--- config.mk ---
export PLATFORM = sky130hd
export DESIGN_NAME = line_prefetch_arbiter
export DESIGN_NICKNAME = d
export VERILOG_FILES = /design/src/rtl/line_prefetch_arbiter_pkg.sv /design/src/rtl/line_prefetch_arbiter_timer.sv /design/src/rtl/line_prefetch_arbiter.sv
export SDC_FILE = /design/constraint.sdc
export NUM_CORES = 1
export LEC_CHECK = 0
export BUFFER_PORTS_ARGS = -buffer_cell sky130_fd_sc_hd__buf_2
export CORE_AREA = 3 3 85 87
export CTS_CLUSTER_DIAMETER = 30
export DETAILED_ROUTE_END_ITERATION = 6
export DIE_AREA = 0 0 88 90
export PLACE_DENSITY_LB_ADDON = 0.12
export SETUP_SLACK_MARGIN = 0.5
export SYNTH_ARGS = -nofsm -noshare
export SYNTH_HDL_FRONTEND = slang
export SYNTH_SLANG_ARGS = --single-unit
--- constraint.sdc ---
create_clock -name CLK -period 3.71 [get_ports CLK]
set_input_delay 0.742 -clock CLK [delete_from_list [all_inputs] [get_ports CLK]]
set_output_delay 0.742 -clock CLK [all_outputs]
set_load 0.1 [all_outputs]
--- src/rtl/line_prefetch_arbiter_pkg.sv ---
// Shared defaults and FSM encoding for the line prefetch arbiter and its wait timer.
package line_prefetch_arbiter_pkg;

    localparam int DEF_ROW_W   = 4;
    localparam int DEF_DATA_W  = 16;
    localparam int DEF_BANK_W  = 2;
    localparam int DEF_TIMEOUT = 255;
    localparam int CNT_W       = 8;

    typedef enum logic [2:0] {
        S_IDLE,
        S_ISSUE,
        S_WAIT_LOW,
        S_WAIT_DONE,
        S_CAPTURE
    } state_t;

endpackage

--- src/rtl/line_prefetch_arbiter_timer.sv ---
// Saturating wait-cycle counter; o_expired flags that the wait budget is used up.
module line_prefetch_arbiter_timer
    import line_prefetch_arbiter_pkg::*;
#(
    parameter int LIMIT = DEF_TIMEOUT - 1
) (
    input  logic CLK,
    input  logic Reset,
    input  logic i_clr,
    input  logic i_en,
    output logic o_expired
);

    localparam logic [CNT_W-1:0] LIM = CNT_W'(LIMIT);

    logic [CNT_W-1:0] r_cnt;

    // NOTE: sequential state uses non-blocking assignments so every flop samples pre-edge values.
    always_ff @(posedge CLK or posedge Reset) begin
        if (Reset) begin
            r_cnt <= '0;
        end else if (i_clr) begin
            r_cnt <= '0;
        end else if (i_en && (r_cnt != '1)) begin
            r_cnt <= r_cnt + 1'b1;
        end
    end

    assign o_expired = (r_cnt == LIM);

endmodule

--- src/rtl/line_prefetch_arbiter.sv ---
// Single-FSM requester for memoryController: per-line row prefetch into a ping-pong
// shadow register plus a single-entry write port, with Reset/Done handshake and timeout.
module line_prefetch_arbiter
    import line_prefetch_arbiter_pkg::*;
#(
    parameter int ROW_W   = DEF_ROW_W,
    parameter int DATA_W  = DEF_DATA_W,
    parameter int BANK_W  = DEF_BANK_W,
    parameter int TIMEOUT = DEF_TIMEOUT
) (
    input  logic              CLK,
    input  logic              Reset,
    input  logic              LineStart,
    input  logic [ROW_W-1:0]  LineRow,
    input  logic [BANK_W-1:0] DisplayBank,
    output logic [DATA_W-1:0] LineData,
    output logic              LineValid,
    input  logic              WrReq,
    input  logic [ROW_W-1:0]  WrRow,
    input  logic [BANK_W-1:0] WrBank,
    input  logic [DATA_W-1:0] WrData,
    output logic              WrAck,
    output logic [ROW_W-1:0]  MemRow,
    output logic [BANK_W-1:0] MemBank,
    output logic [DATA_W-1:0] MemIn,
    output logic              MemWrite,
    output logic              MemReset,
    input  logic [DATA_W-1:0] MemOut,
    input  logic              MemDone,
    output logic              Underrun,
    output logic              Timeout,
    output logic              Busy
);

    state_t              r_state;
    state_t              w_next;
    logic                r_pend_rd;
    logic [ROW_W-1:0]    r_pend_row;
    logic [BANK_W-1:0]   r_pend_bank;
    logic                r_op_write;
    logic [ROW_W-1:0]    r_mem_row;
    logic [BANK_W-1:0]   r_mem_bank;
    logic [DATA_W-1:0]   r_mem_in;
    logic [DATA_W-1:0]   r_shadow;
    logic                r_shadow_valid;
    logic [DATA_W-1:0]   r_line_data;
    logic                r_line_valid;
    logic                r_underrun;
    logic                r_timeout;
    logic                w_issue_rd;
    logic                w_issue_wr;
    logic                w_abort;
    logic                w_expired;
    logic                w_cap_rd;
    logic                w_rd_inflight;

    line_prefetch_arbiter_timer #(
        .LIMIT (TIMEOUT - 1)
    ) u_timer (
        .CLK       (CLK),
        .Reset     (Reset),
        .i_clr     (r_state == S_ISSUE),
        .i_en      ((r_state == S_WAIT_LOW) || (r_state == S_WAIT_DONE)),
        .o_expired (w_expired)
    );

    // NOTE: every always_comb output gets a default first, so no path can infer a latch.
    always_comb begin
        w_next     = r_state;
        w_issue_rd = 1'b0;
        w_issue_wr = 1'b0;
        w_abort    = 1'b0;
        case (r_state)
            // A LineStart arriving in IDLE counts as a pending read, so it beats WrReq.
            S_IDLE: begin
                if (r_pend_rd || LineStart) begin
                    w_issue_rd = 1'b1;
                    w_next     = S_ISSUE;
                end else if (WrReq) begin
                    w_issue_wr = 1'b1;
                    w_next     = S_ISSUE;
                end
            end
            S_ISSUE: w_next = S_WAIT_LOW;
            // Done must be seen low before it may complete the op; a stale high is ignored.
            S_WAIT_LOW: begin
                if (!MemDone) begin
                    w_next = S_WAIT_DONE;
                end else if (w_expired) begin
                    w_abort = 1'b1;
                    w_next  = S_IDLE;
                end
            end
            S_WAIT_DONE: begin
                if (MemDone) begin
                    w_next = S_CAPTURE;
                end else if (w_expired) begin
                    w_abort = 1'b1;
                    w_next  = S_IDLE;
                end
            end
            S_CAPTURE: w_next = S_IDLE;
            default:   w_next = S_IDLE;
        endcase
    end

    assign w_cap_rd      = (r_state == S_CAPTURE) && !r_op_write;
    assign w_rd_inflight = (r_state != S_IDLE) && !r_op_write;

    // NOTE: the shadow and line registers are plain flops, so they reset with everything else.
    always_ff @(posedge CLK or posedge Reset) begin
        if (Reset) begin
            r_state        <= S_IDLE;
            r_pend_rd      <= 1'b0;
            r_pend_row     <= '0;
            r_pend_bank    <= '0;
            r_op_write     <= 1'b0;
            r_mem_row      <= '0;
            r_mem_bank     <= '0;
            r_mem_in       <= '0;
            r_shadow       <= '0;
            r_shadow_valid <= 1'b0;
            r_line_data    <= '0;
            r_line_valid   <= 1'b0;
            r_underrun     <= 1'b0;
            r_timeout      <= 1'b0;
        end else begin
            r_state <= w_next;

            if (w_issue_rd) begin
                r_op_write <= 1'b0;
                r_mem_row  <= r_pend_rd ? r_pend_row  : LineRow;
                r_mem_bank <= r_pend_rd ? r_pend_bank : DisplayBank;
            end else if (w_issue_wr) begin
                r_op_write <= 1'b1;
                r_mem_row  <= WrRow;
                r_mem_bank <= WrBank;
                r_mem_in   <= WrData;
            end

            // A LineStart consumed directly by an IDLE issue does not leave a pending read.
            if (LineStart && !(w_issue_rd && !r_pend_rd)) begin
                r_pend_rd   <= 1'b1;
                r_pend_row  <= LineRow;
                r_pend_bank <= DisplayBank;
            end else if (w_issue_rd) begin
                r_pend_rd <= 1'b0;
            end

            if (w_abort) begin
                r_timeout <= 1'b1;
            end

            if (LineStart) begin
                if (w_cap_rd) begin
                    r_line_data    <= MemOut;
                    r_line_valid   <= 1'b1;
                    r_shadow_valid <= 1'b0;
                end else if (r_shadow_valid) begin
                    r_line_data    <= r_shadow;
                    r_line_valid   <= 1'b1;
                    r_shadow_valid <= 1'b0;
                    if (w_rd_inflight) begin
                        r_underrun <= 1'b1;
                    end
                end else begin
                    r_line_valid <= 1'b0;
                    r_underrun   <= 1'b1;
                end
            end else if (w_cap_rd) begin
                r_shadow       <= MemOut;
                r_shadow_valid <= 1'b1;
            end
        end
    end

    assign LineData  = r_line_data;
    assign LineValid = r_line_valid;
    assign WrAck     = (r_state == S_CAPTURE) && r_op_write;
    assign MemRow    = r_mem_row;
    assign MemBank   = r_mem_bank;
    assign MemIn     = r_mem_in;
    assign MemWrite  = r_op_write;
    assign MemReset  = (r_state == S_ISSUE);
    assign Underrun  = r_underrun;
    assign Timeout   = r_timeout;
    assign Busy      = (r_state != S_IDLE);

endmodule

==> results.py <==
metrics = {
    "outcome": {
        "run_status": "completed",
    },
    "cts": {
        "post_cts_resized": 0,
        "cts.htree.levels": 3,
        "cts_setup_buffers": 0,
        "cts_root_buf": "clkbuf_8",
        "cts_hold_buf": 0,
        "path_clk_slew_ns": 0.08,
        "clk_latency_ns": 0.34,
        "cts.sinks": 77,
        "cts_tree": "built",
        "cts_made_buffers": 9,
        "cts.path.max_buffers": 2,
    },
    "setup_path": {
        "cp-startpoint": "r_state[0]$_DFFE_PP0P_",
        "rr_endpoint": "LineData[3]$_DFFE_PP0P_",
        "path_max_fanout": 12,
        "cp.required_ns": 2.97,
        "critPathKind": "flip-flop to primary output",
        "reg2reg_from": "r_state[2]$_DFFE_PP0P_",
        "crit_path_end_kind": "primary output",
        "worstRegToRegCells": 4,
        "crit_end": "MemReset",
        "critPathArrivalTime_ns": 2.19,
        "startpoint_type": "flip-flop",
        "reg2reg_slack_ns": 1.40,
    },
    "drt": {
        "wl_um": 6780,
        "vias": 2330,
        "wl_per_cell_um": 15.8,
        "routed_via_density": 5.43,
        "antenna_left": 0,
        "drc": 0,
        "dr.pass1.iters": 4,
        "dr.first_iter.drc_count": 86,
    },
    "logic_synthesis": {
        "synth.distinct_cells": 43,
        "yosys.area.top_type": "dfrtp_1",
        "synth_top_family_by_area": "multiplexers",
        "synth_ff_type": "dfrtp_1",
        "syn_inst": 254,
        "synth_fa_ha_area_share_pct": 0.697,
        "synth-edff-count": 0,
        "synth.top_cell.area_share_pct": 53.7,
        "ys_ff_latch": 77,
        "synth_warnings": 0,
        "yosys.area_share.xor_xnor_pct": 0.244,
        "async_reset_ff_share_pct": 100,
        "syn_area_mm2": 0.00359,
        "syn_nets": 305,
        "synthMuxAreaShare_pct": 28.8,
        "ys_seq_area_share_pct": 53.7,
        "synth-compound-area-share_pct": 5.13,
        "yosys.area_share.simple_pct": 8.30,
        "postSynthAreaPerCell_um2": 14.1,
        "ys_top_cells_by_area": "dfrtp_1, mux2_2, mux2i_1",
    },
    "grt": {
        "grt_use_met2_pct": 27.7,
        "grt_max_degree": 43,
        "grt_use_met3_pct": 5.67,
        "globalRouteTotalUtil_pct": 17.8,
        "grt_pass1_vias": 2407,
        "antenna_found_initial": 0,
        "busiest_layer": "met2",
        "grt_overflow": 0,
        "grt_pass1_wl_um": 11100,
        "use_met1_pct": 22.6,
    },
    "cells_and_area": {
        "regArea_mm2": 0.00193,
        "nets": 399,
        "antenna_cells": 0,
        "num-fill-cells": 489,
        "area_delta_synth_final_pct": 20.0,
        "fin_util_pct": 67.1,
        "final_layout_size_suffix_gt1_share_pct": 55.1,
        "multiInputGateArea_mm2": 0.00155,
    },
    "timing": {
        "slew_viol_final": 0,
        "post-route-period-util_pct": 79.1,
        "min_period_ns": 2.93,
        "holdWs_ns": 0.481,
        "setup-violations-final": 0,
        "worst_slew_pin_slew_ns": 0.746,
        "finalSetupTns_ns": 0,
        "hold_viol": 0,
        "fin_ws_ns": 0.777,
        "max_freq_mhz": 341,
        "clock_skew_ns": 0.0105,
        "slew_headroom_pct": 50.2,
        "grt_setup_unrepaired": "no",
    },
    "place": {
        "dp_slack_ns": 1.14,
        "io_buffers": 93,
        "post-dp-hpwl_um": 4830,
        "gp_congestion": 0.757,
    },
    "floorplanning": {
        "dieArea_mm2": 0.00792,
        "io_pins": 94,
        "coreArea_mm2": 0.00642,
        "std_cell_rows": 29,
        "fp.dieH_um": 90,
        "die_w_um": 88,
        "start_util_pct": 55.9,
    },
    "run": {
        "cap_viol_max_count": 0,
    },
    "min_path": {
        "hp-class": "flip-flop to flip-flop",
        "min_path_cells": 1,
        "hold_start": "Underrun$_DFFE_PP0P_",
    },
}
-- placed cells by master, fill, tap and decap left out, drive strengths merged, types with 2 or more instances in the layout --
master	Yosys	final
a21oi	3	3
a31o	3	3
a31oi	2	2
and3	4	4
and4b	2	2
buf	10	95
bufinv	0	2
clkbuf	2	10
clkinv	0	3
dfrtp	77	77
ha	2	2
inv	8	8
mux2	70	70
mux2i	21	21
nand2	7	7
nand3	2	2
nor2	10	10
nor2b	2	2
nor3	5	5
nor4b	2	2
o2111a	2	2
o21ai	5	5
-- registers in the layout (all words and copies together) (netlist names), 2 cells and up --
signal and flops:
r_pend_bank 2, r_state 3, LineData 16, u_timer.r_cnt 8, MemBank 2, MemIn 16, r_shadow 16, r_pend_row 4
MemRow 4
-- kinds of logic after synthesis --
kind of cell | after synthesis
mux | 91
flops | 77
simple gates | 42
compound gates | 21
buf+inv | 20
fa+ha+maj | 2
xor+xnor | 1
-- how the worst min path moves through the flow --
stage,to,slack [ns]
3_3_place_gp,Underrun$_DFFE_PP0P_,0.46
6_report,Underrun$_DFFE_PP0P_,0.48
5_1_grt,Underrun$_DFFE_PP0P_,0.49
2_1_floorplan,r_shadow[0]$_DFFE_PP0P_,0.48
3_5_place_dp,Underrun$_DFFE_PP0P_,0.46
4_1_cts,Underrun$_DFFE_PP0P_,0.48
-- critical path: stages, from the launching register on --
cell	delay, ns
dfrtp_1	0.66
or3b_2	0.55
inv_1	0.17
buf_2	0.46
-- per-stage QoR --
| stage | cell area, um2 | instances |
|---|---|---|
| 2_1_floorplan | 3590 | 254 |
| 3_3_place_gp | 4090 | 414 |
| 3_5_place_dp | 4090 | 414 |
| 4_1_cts | 4310 | 429 |
| 5_1_grt | 4310 | 429 |
| 6_report | 4310 | 429 |
-- cells in the mapped netlist (2+ instances only) --
cell type,instances
dfrtp_1,77
mux2_2,61
mux2i_1,21
mux2_4,9
inv_1,8
nor2_1,8
nand2_1,7
nor3_1,5
buf_2,4
buf_6,4
o21ai_0,4
a21oi_1,3
a31o_2,3
and3_1,3
a31oi_1,2
and4b_1,2
clkbuf_1,2
ha_1,2
nand3_1,2
nor2b_1,2
nor4b_4,2
o2111a_1,2
-- per-layer routing --
metal / vias up / share of wire [%] / routed length (um)
met5: - / 0 / 0
li1: 1108 / - / -
met2: 68 / 46 / 3150
met3: 13 / 7.2 / 491
met1: 1141 / 44 / 3010
met4: 0 / 1.9 / 130
-- final cells by class --
cell class                      count  area share (%)
Sequential cell                    77            44.7
Clock inverter                      5            1.74
Inverter                            8           0.697
Tap cell                           77            2.24
Timing Repair Buffer               95            11.4
Multi-Input combinational cell    157            35.9
Clock buffer                       10            3.20
Power is not shown: default switching activity piles up to over one toggle a cycle in this logic, so the estimate is an artifact.
